$ cat src/rtl/sargantana_icache_fill_mshr.sv
// Miss-status holding registers for Sargantana I$ line fills: merges same-line misses, issues
// fill requests, assembles multi-beat responses by id and poisons fills hit by inv/flush.
module sargantana_icache_fill_mshr #(
  parameter int NUM_ENTRIES = 4,
  parameter int PADDR_SIZE  = 40,
  parameter int LINE_OFF    = 6,
  parameter int BEAT_W      = 128,
  parameter int BEATS       = 4,
  parameter int ID_W        = $clog2(NUM_ENTRIES),
  parameter int LINE_W      = BEAT_W * BEATS
) (
  input  logic                  clk_i,
  input  logic                  rst_i,
  input  logic                  flush_i,
  input  logic                  miss_valid_i,
  input  logic [PADDR_SIZE-1:0] miss_paddr_i,
  output logic                  miss_ready_o,
  output logic                  fill_req_valid_o,
  input  logic                  fill_req_ready_i,
  output logic [PADDR_SIZE-1:0] fill_req_paddr_o,
  output logic [ID_W-1:0]       fill_req_id_o,
  input  logic                  fill_resp_valid_i,
  input  logic [ID_W-1:0]       fill_resp_id_i,
  input  logic [BEAT_W-1:0]     fill_resp_data_i,
  input  logic                  inv_valid_i,
  input  logic [PADDR_SIZE-1:0] inv_paddr_i,
  output logic                  refill_valid_o,
  output logic [PADDR_SIZE-1:0] refill_paddr_o,
  output logic [LINE_W-1:0]     refill_data_o,
  output logic                  busy_o,
  output logic                  miss_pmu_o
);
  localparam int TAG_W = PADDR_SIZE - LINE_OFF;
  localparam int CNT_W = (BEATS > 1) ? $clog2(BEATS) : 1;

  typedef enum logic [2:0] {ST_FREE, ST_PEND, ST_WAIT, ST_FILL, ST_DONE} state_e;

  state_e                 r_state  [NUM_ENTRIES];
  logic [TAG_W-1:0]       r_tag    [NUM_ENTRIES];
  logic [CNT_W-1:0]       r_beat   [NUM_ENTRIES];
  logic [LINE_W-1:0]      r_data   [NUM_ENTRIES];
  logic [NUM_ENTRIES-1:0] r_poison;
  logic                   r_reqValid;
  logic [ID_W-1:0]        r_reqId;

  logic [TAG_W-1:0]       w_missTag, w_invTag;
  logic [NUM_ENTRIES-1:0] w_free, w_live, w_match, w_done, w_invHit, w_pendNext;
  logic [ID_W-1:0]        w_allocIdx, w_refillIdx, w_pendIdx;
  logic                   w_missReady, w_missFire, w_alloc, w_reqFire, w_refillValid;
  logic                   w_unused;

  assign w_missTag = miss_paddr_i[PADDR_SIZE-1:LINE_OFF];
  assign w_invTag  = inv_paddr_i[PADDR_SIZE-1:LINE_OFF];
  assign w_unused  = ^{miss_paddr_i[LINE_OFF-1:0], inv_paddr_i[LINE_OFF-1:0]};

  // A miss that coincides with an invalidation of its own line must not merge into the dying entry.
  always_comb begin
    w_free   = '0;
    w_live   = '0;
    w_match  = '0;
    w_done   = '0;
    w_invHit = '0;
    for (int e = 0; e < NUM_ENTRIES; e++) begin
      w_free[e]   = (r_state[e] == ST_FREE);
      w_live[e]   = (r_state[e] != ST_FREE) && !r_poison[e];
      w_match[e]  = w_live[e] && (r_tag[e] == w_missTag) && !(inv_valid_i && (w_invTag == w_missTag));
      w_done[e]   = (r_state[e] == ST_DONE) && !r_poison[e];
      w_invHit[e] = inv_valid_i && (r_state[e] != ST_FREE) && (r_tag[e] == w_invTag);
    end
  end

  assign w_missReady   = !flush_i && ((|w_free) || (|w_match));
  assign w_missFire    = miss_valid_i && w_missReady;
  assign w_alloc       = w_missFire && !(|w_match);
  assign w_reqFire     = r_reqValid && fill_req_ready_i;
  assign w_refillValid = |w_done;

  // Pending set after this edge, so a freshly allocated entry can be presented the very next cycle.
  always_comb begin
    w_pendNext  = '0;
    w_allocIdx  = '0;
    w_refillIdx = '0;
    w_pendIdx   = '0;
    for (int e = 0; e < NUM_ENTRIES; e++) begin
      w_pendNext[e] = (r_state[e] == ST_PEND)
                    && !(w_reqFire && (r_reqId == ID_W'(e)))
                    && !(flush_i && !(r_reqValid && (r_reqId == ID_W'(e))));
    end
    for (int e = NUM_ENTRIES - 1; e >= 0; e--) begin
      if (w_free[e]) w_allocIdx = ID_W'(e);
      if (w_done[e]) w_refillIdx = ID_W'(e);
    end
    if (w_alloc) w_pendNext[w_allocIdx] = 1'b1;
    for (int e = NUM_ENTRIES - 1; e >= 0; e--) begin
      if (w_pendNext[e]) w_pendIdx = ID_W'(e);
    end
  end

  always_ff @(posedge clk_i) begin
    if (rst_i) begin
      for (int e = 0; e < NUM_ENTRIES; e++) begin
        r_state[e] <= ST_FREE;
        r_tag[e]   <= '0;
        r_beat[e]  <= '0;
      end
      r_poison   <= '0;
      r_reqValid <= 1'b0;
      r_reqId    <= '0;
    end else begin
      for (int e = 0; e < NUM_ENTRIES; e++) begin
        case (r_state[e])
          ST_FREE: begin
            if (w_alloc && (w_allocIdx == ID_W'(e))) begin
              r_state[e]  <= ST_PEND;
              r_tag[e]    <= w_missTag;
              r_beat[e]   <= '0;
              r_poison[e] <= 1'b0;
            end
          end
          ST_PEND: begin
            if (w_invHit[e] || flush_i) r_poison[e] <= 1'b1;
            if (w_reqFire && (r_reqId == ID_W'(e))) r_state[e] <= ST_WAIT;
            else if (flush_i && !(r_reqValid && (r_reqId == ID_W'(e)))) r_state[e] <= ST_FREE;
          end
          ST_WAIT, ST_FILL: begin
            if (w_invHit[e] || flush_i) r_poison[e] <= 1'b1;
            if (fill_resp_valid_i && (fill_resp_id_i == ID_W'(e))) begin
              r_data[e][r_beat[e]*BEAT_W +: BEAT_W] <= fill_resp_data_i;
              if (r_beat[e] == CNT_W'(BEATS - 1)) begin
                r_beat[e]  <= '0;
                r_state[e] <= (r_poison[e] || w_invHit[e] || flush_i) ? ST_FREE : ST_DONE;
              end else begin
                r_beat[e]  <= r_beat[e] + CNT_W'(1);
                r_state[e] <= ST_FILL;
              end
            end
          end
          ST_DONE: begin
            if (w_invHit[e] || flush_i) r_poison[e] <= 1'b1;
            if (r_poison[e] || (w_refillValid && (w_refillIdx == ID_W'(e)))) r_state[e] <= ST_FREE;
          end
          default: r_state[e] <= ST_FREE;
        endcase
      end
      // The presented request is frozen until the upper level takes it.
      if (!r_reqValid || fill_req_ready_i) begin
        r_reqValid <= |w_pendNext;
        r_reqId    <= w_pendIdx;
      end
    end
  end

  assign miss_ready_o     = w_missReady;
  assign fill_req_valid_o = r_reqValid;
  assign fill_req_id_o    = r_reqId;
  assign fill_req_paddr_o = r_reqValid ? {r_tag[r_reqId], {LINE_OFF{1'b0}}} : '0;
  assign refill_valid_o   = w_refillValid;
  assign refill_paddr_o   = w_refillValid ? {r_tag[w_refillIdx], {LINE_OFF{1'b0}}} : '0;
  assign refill_data_o    = w_refillValid ? r_data[w_refillIdx] : '0;
  assign busy_o           = !(&w_free);
  assign miss_pmu_o       = |w_live;

endmodule

$ cat config.mk
export PLATFORM = sky130hd
export DESIGN_NAME = sargantana_icache_fill_mshr
export DESIGN_NICKNAME = d
export VERILOG_FILES = /design/src/rtl/sargantana_icache_fill_mshr.sv
export SDC_FILE = /design/constraint.sdc
export NUM_CORES = 2
export LEC_CHECK = 0
export BUFFER_PORTS_ARGS = -buffer_cell sky130_fd_sc_hd__buf_4
export CELL_PAD_IN_SITES_DETAIL_PLACEMENT = 0
export CELL_PAD_IN_SITES_GLOBAL_PLACEMENT = 1
export CORE_ASPECT_RATIO = 1.2
export CORE_MARGIN = 2
export CORE_UTILIZATION = 43
export CTS_CLUSTER_SIZE = 25
export DETAILED_ROUTE_END_ITERATION = 6
export GPL_ROUTABILITY_DRIVEN = 0
export PLACE_DENSITY_LB_ADDON = 0.1
export SETUP_SLACK_MARGIN = 0.3
export SLEW_MARGIN = 40
export SYNTH_ARGS = -nofsm -noshare
export SYNTH_HDL_FRONTEND = slang
export SYNTH_SLANG_ARGS = --single-unit
export TNS_END_PERCENT = 5
$ cat constraint.sdc
create_clock -name clk_i -period 5.83 [get_ports clk_i]
set_input_delay 1.166 -clock clk_i [delete_from_list [all_inputs] [get_ports clk_i]]
set_output_delay 1.166 -clock clk_i [all_outputs]
set_load 0.005 [all_outputs]
==> flow_summary.toml <==
[worst_setup_path]
r2r_slack_ns = 1.70
worstRegToRegCells = 10
timing.rr.end = "r_tag[1][7]$_SDFFCE_PN0P_"
endpoint = "refill_paddr_o[22]"
required_ns = 4.66
cp-start-kind = "flip-flop"
crit_fanout = 39
r2r-start = "r_state[3][2]$_SDFFCE_PP0P_"
critPathArrivalTime_ns = 4.21
crit_type = "flip-flop to output port"
critPathLaunch = "r_state[3][1]$_SDFFCE_PP0P_"
crit_path_end_kind = "output port"

[layout]
layout.nets = 8885
area_growth_pct = 16.56
drive_above_1_share_pct = 16.12

[sta]
finalSetupTns_ns = 0
skew_ns = 0.04481
rsz0062_at_grt = "no"
finalMaxSlewViolations = 0
fin_crit_sh_pct = 92.29
hold_viol_final = 0
max_freq_mhz = 185.8
slew_headroom_pct = 33.74
setup_ws_ns = 0.4492
tightest_slew_ns = 0.9893
finalSetupViolCount = 0
period_minus_slack_ns = 5.381

[yosys]
synthFlopType = "edfxtp_1"
synth_area_leaders = "edfxtp_1 (65%), and2_1 (13%), a221oi_1 (4.7%)"
yosysSeqAreaShare_pct = 65.34
async_reset_ff_share_pct = 0
synth_edf_count = 2204
synth_cell_type_count = 57
netlist.top_cell.by_area = "edfxtp_1"
synth_seq_cells = 2213
avgSynthCellArea_um2 = 12.37
synth_top_area_share_pct = 65.16
synthCells = 8208
yosysWarnings = 0
synth_area_um2 = 101600

[floorplan]
ios = 816
die_area_um2 = 240100
coreArea_um2 = 235000
std_cell_rows = 195
start_util_pct = 43.23
die_w_um = 447.7
die_y_um = 536.4

[clock_tree]
worstSkewPairLatency_ns = 0.93
hold_buffers = 0
postCtsSetupBuffers = 0
cts_tree = "done"
cts-resized-gates = 0
cts_made_buffers = 234
h-tree-depth = 4
cts-root-buf = "clkbuf_16"
cts.reportedPaths.clkPinSlew_ns = 0.06
numClockSinks = 2213
cts_buffer_depth = 4

[routing]
wl_um = 351400
ant_nets = 0
drt-initial-drc-count = 6956
drc = 0
first_pass_iters = 6
viasPerCell = 5.798
wl_per_cell_um = 29.32
vias = 69510

[pwr]
p_per_area_nw_per_um2 = 324.8
p_leak_nw = 42.91
ir_drop_mv = 0.2500
finalPower_mw = 38.45

[place]
dpl_worst_slack_ns = 1.140
portBuffers = 791
dp_hpwl_um = 211500

[grt]
overflow = 0
grt_max_degree = 129
gr-usage-all-layers_pct = 28.57
grt_pass1_vias = 68130
grt_pass1_wl_um = 498800
antenna_found_initial = 23

[job]
maxCapViolCount = 0

[min_path]
min_path_cells = 2
hold_class = "flip-flop to flip-flop"

[outcome]
status = "completed"
cell families after synthesis:
logic type | Yosys count | synth area share (%)
AOI/OAI and AO/OA | 1143 | 8.414
xor gates and xnor gates | 310 | 2.673
adders and majority gates | 20 | 0.2464
buffers and inverters | 851 | 3.269
DFF | 2213 | 65.34
muxes | 36 | 0.7736
other | 1 | 0.003692
and+or+nand+nor | 3634 | 19.28
critical path: stages, from the launching register on:
cell and delay [ns]:
edfxtp_1 0.46, nor3_1 0.35, nand2_1 0.17, nor2_4 0.58
buf_12 0.30, buf_4 0.55, a221oi_1 0.15, a31oi_1 0.48
buf_4 0.21
where the power goes:
| group | switching, mW | internal, mW |
|---|---|---|
| clock network | 6.21 | 7.76 |
| registers | 0.154 | 17.5 |
| logic | 4.27 | 2.52 |
flip-flops by register name, indices dropped and copies added, names as in the netlist, named ones only:
register / count
r_tag: 136
r_data: 2048
r_state: 12
r_beat: 8
fill_req_id_o: 2
r_poison: 4
fill_req_valid_o: 1
per-stage QoR:
stage,hold WS [ns],instance area (µm²),util (%),cells
floorplan,0.4762,101600,-,8219
global placement,0.5041,111100,47.30,11550
detailed placement,0.5174,111400,47.40,11560
CTS,0.5276,118300,50.35,11970
global route,0.5593,118400,50.38,11980
finish,0.5273,118400,50.39,11990
area by class of cell:
| cell class | count | area, µm² |
|---|---|---|
| clock buffer | 300 | 6167 |
| sequential | 2213 | 66370 |
| antenna | 11 | 27.53 |
| multi-input combinational | 5155 | 32120 |
| clock inverter | 112 | 768.2 |
| timing repair buffer | 1024 | 8916 |
| inverter | 20 | 82.58 |
| fill | 20560 | 116600 |
| tap | 3152 | 3944 |
synthesized netlist by cell type (2+ instances only):
library cell and count:
edfxtp_1 2204, nor4_1 54, a221oi_1 546, buf_4 13, and3_1 5, buf_1 9
nand4_1 50, a31oi_1 550, ha_1 20, mux4_2 34, xnor2_1 113, a21oi_1 14
o41ai_1 4, nor4b_1 7, buf_6 4, clkbuf_1 767, o21ai_0 10, nand3b_1 4
and2_1 2099, or3_1 5, nor3b_1 3, nand2b_1 44, mux2i_1 2, o22ai_1 3
or4_1 3, inv_1 20, nor4_2 7, buf_2 38, o31ai_1 6, nor3_2 3
xor2_1 197, a211oi_1 2, nor3_1 27, nand2_1 1114, nor2_1 175, or3b_2 5
a41o_1 2, dfxtp_1 9, nand3_1 18
cells in the final DEF (no fill, tap or decap), types with 11 or more instances in the layout:
| cell | instances |
|---|---|
| edfxtp_1 | 2204 |
| and2_1 | 2083 |
| nand2_1 | 1114 |
| buf_4 | 918 |
| a31oi_1 | 548 |
| a221oi_1 | 546 |
| clkbuf_16 | 237 |
| xor2_1 | 197 |
| nor2_1 | 174 |
| xnor2_1 | 113 |
| buf_12 | 94 |
| clkbuf_1 | 63 |
| nor4_1 | 52 |
| clkinv_1 | 51 |
| nand4_1 | 50 |
| nand2b_1 | 43 |
| clkinv_2 | 42 |
| mux4_2 | 34 |
| ha_1 | 20 |
| inv_1 | 19 |
| nand3_1 | 18 |
| and2_4 | 16 |
| nor3_2 | 15 |
| nor3_1 | 15 |
| a21oi_1 | 13 |
| conb_1 | 12 |
| diode_2 | 11 |
worst min path at each step:
stage / from / endpoint / slack (ns)
final: r_poison[0]$_SDFFE_PP0P_ / r_poison[0]$_SDFFE_PP0P_ / 0.53
after global routing: r_poison[0]$_SDFFE_PP0P_ / r_poison[0]$_SDFFE_PP0P_ / 0.56
after CTS: r_poison[0]$_SDFFE_PP0P_ / r_poison[0]$_SDFFE_PP0P_ / 0.53
after detailed placement: r_poison[0]$_SDFFE_PP0P_ / r_poison[0]$_SDFFE_PP0P_ / 0.52
after global placement: r_poison[0]$_SDFFE_PP0P_ / r_poison[0]$_SDFFE_PP0P_ / 0.50
after floorplan: r_poison[0]$_SDFFE_PP0P_ / r_poison[0]$_SDFFE_PP0P_ / 0.48
per-layer routing:
metal | vias up | wire, µm | track usage [%]
met5 | - | 17 | 0
li1 | 30460 | - | -
met4 | 4 | 14040 | 10.66
met2 | 2764 | 167000 | 46.46
met1 | 35720 | 145000 | 38.63
met3 | 556 | 25380 | 4.572
Note: power is estimated with default switching activity, not from simulation.
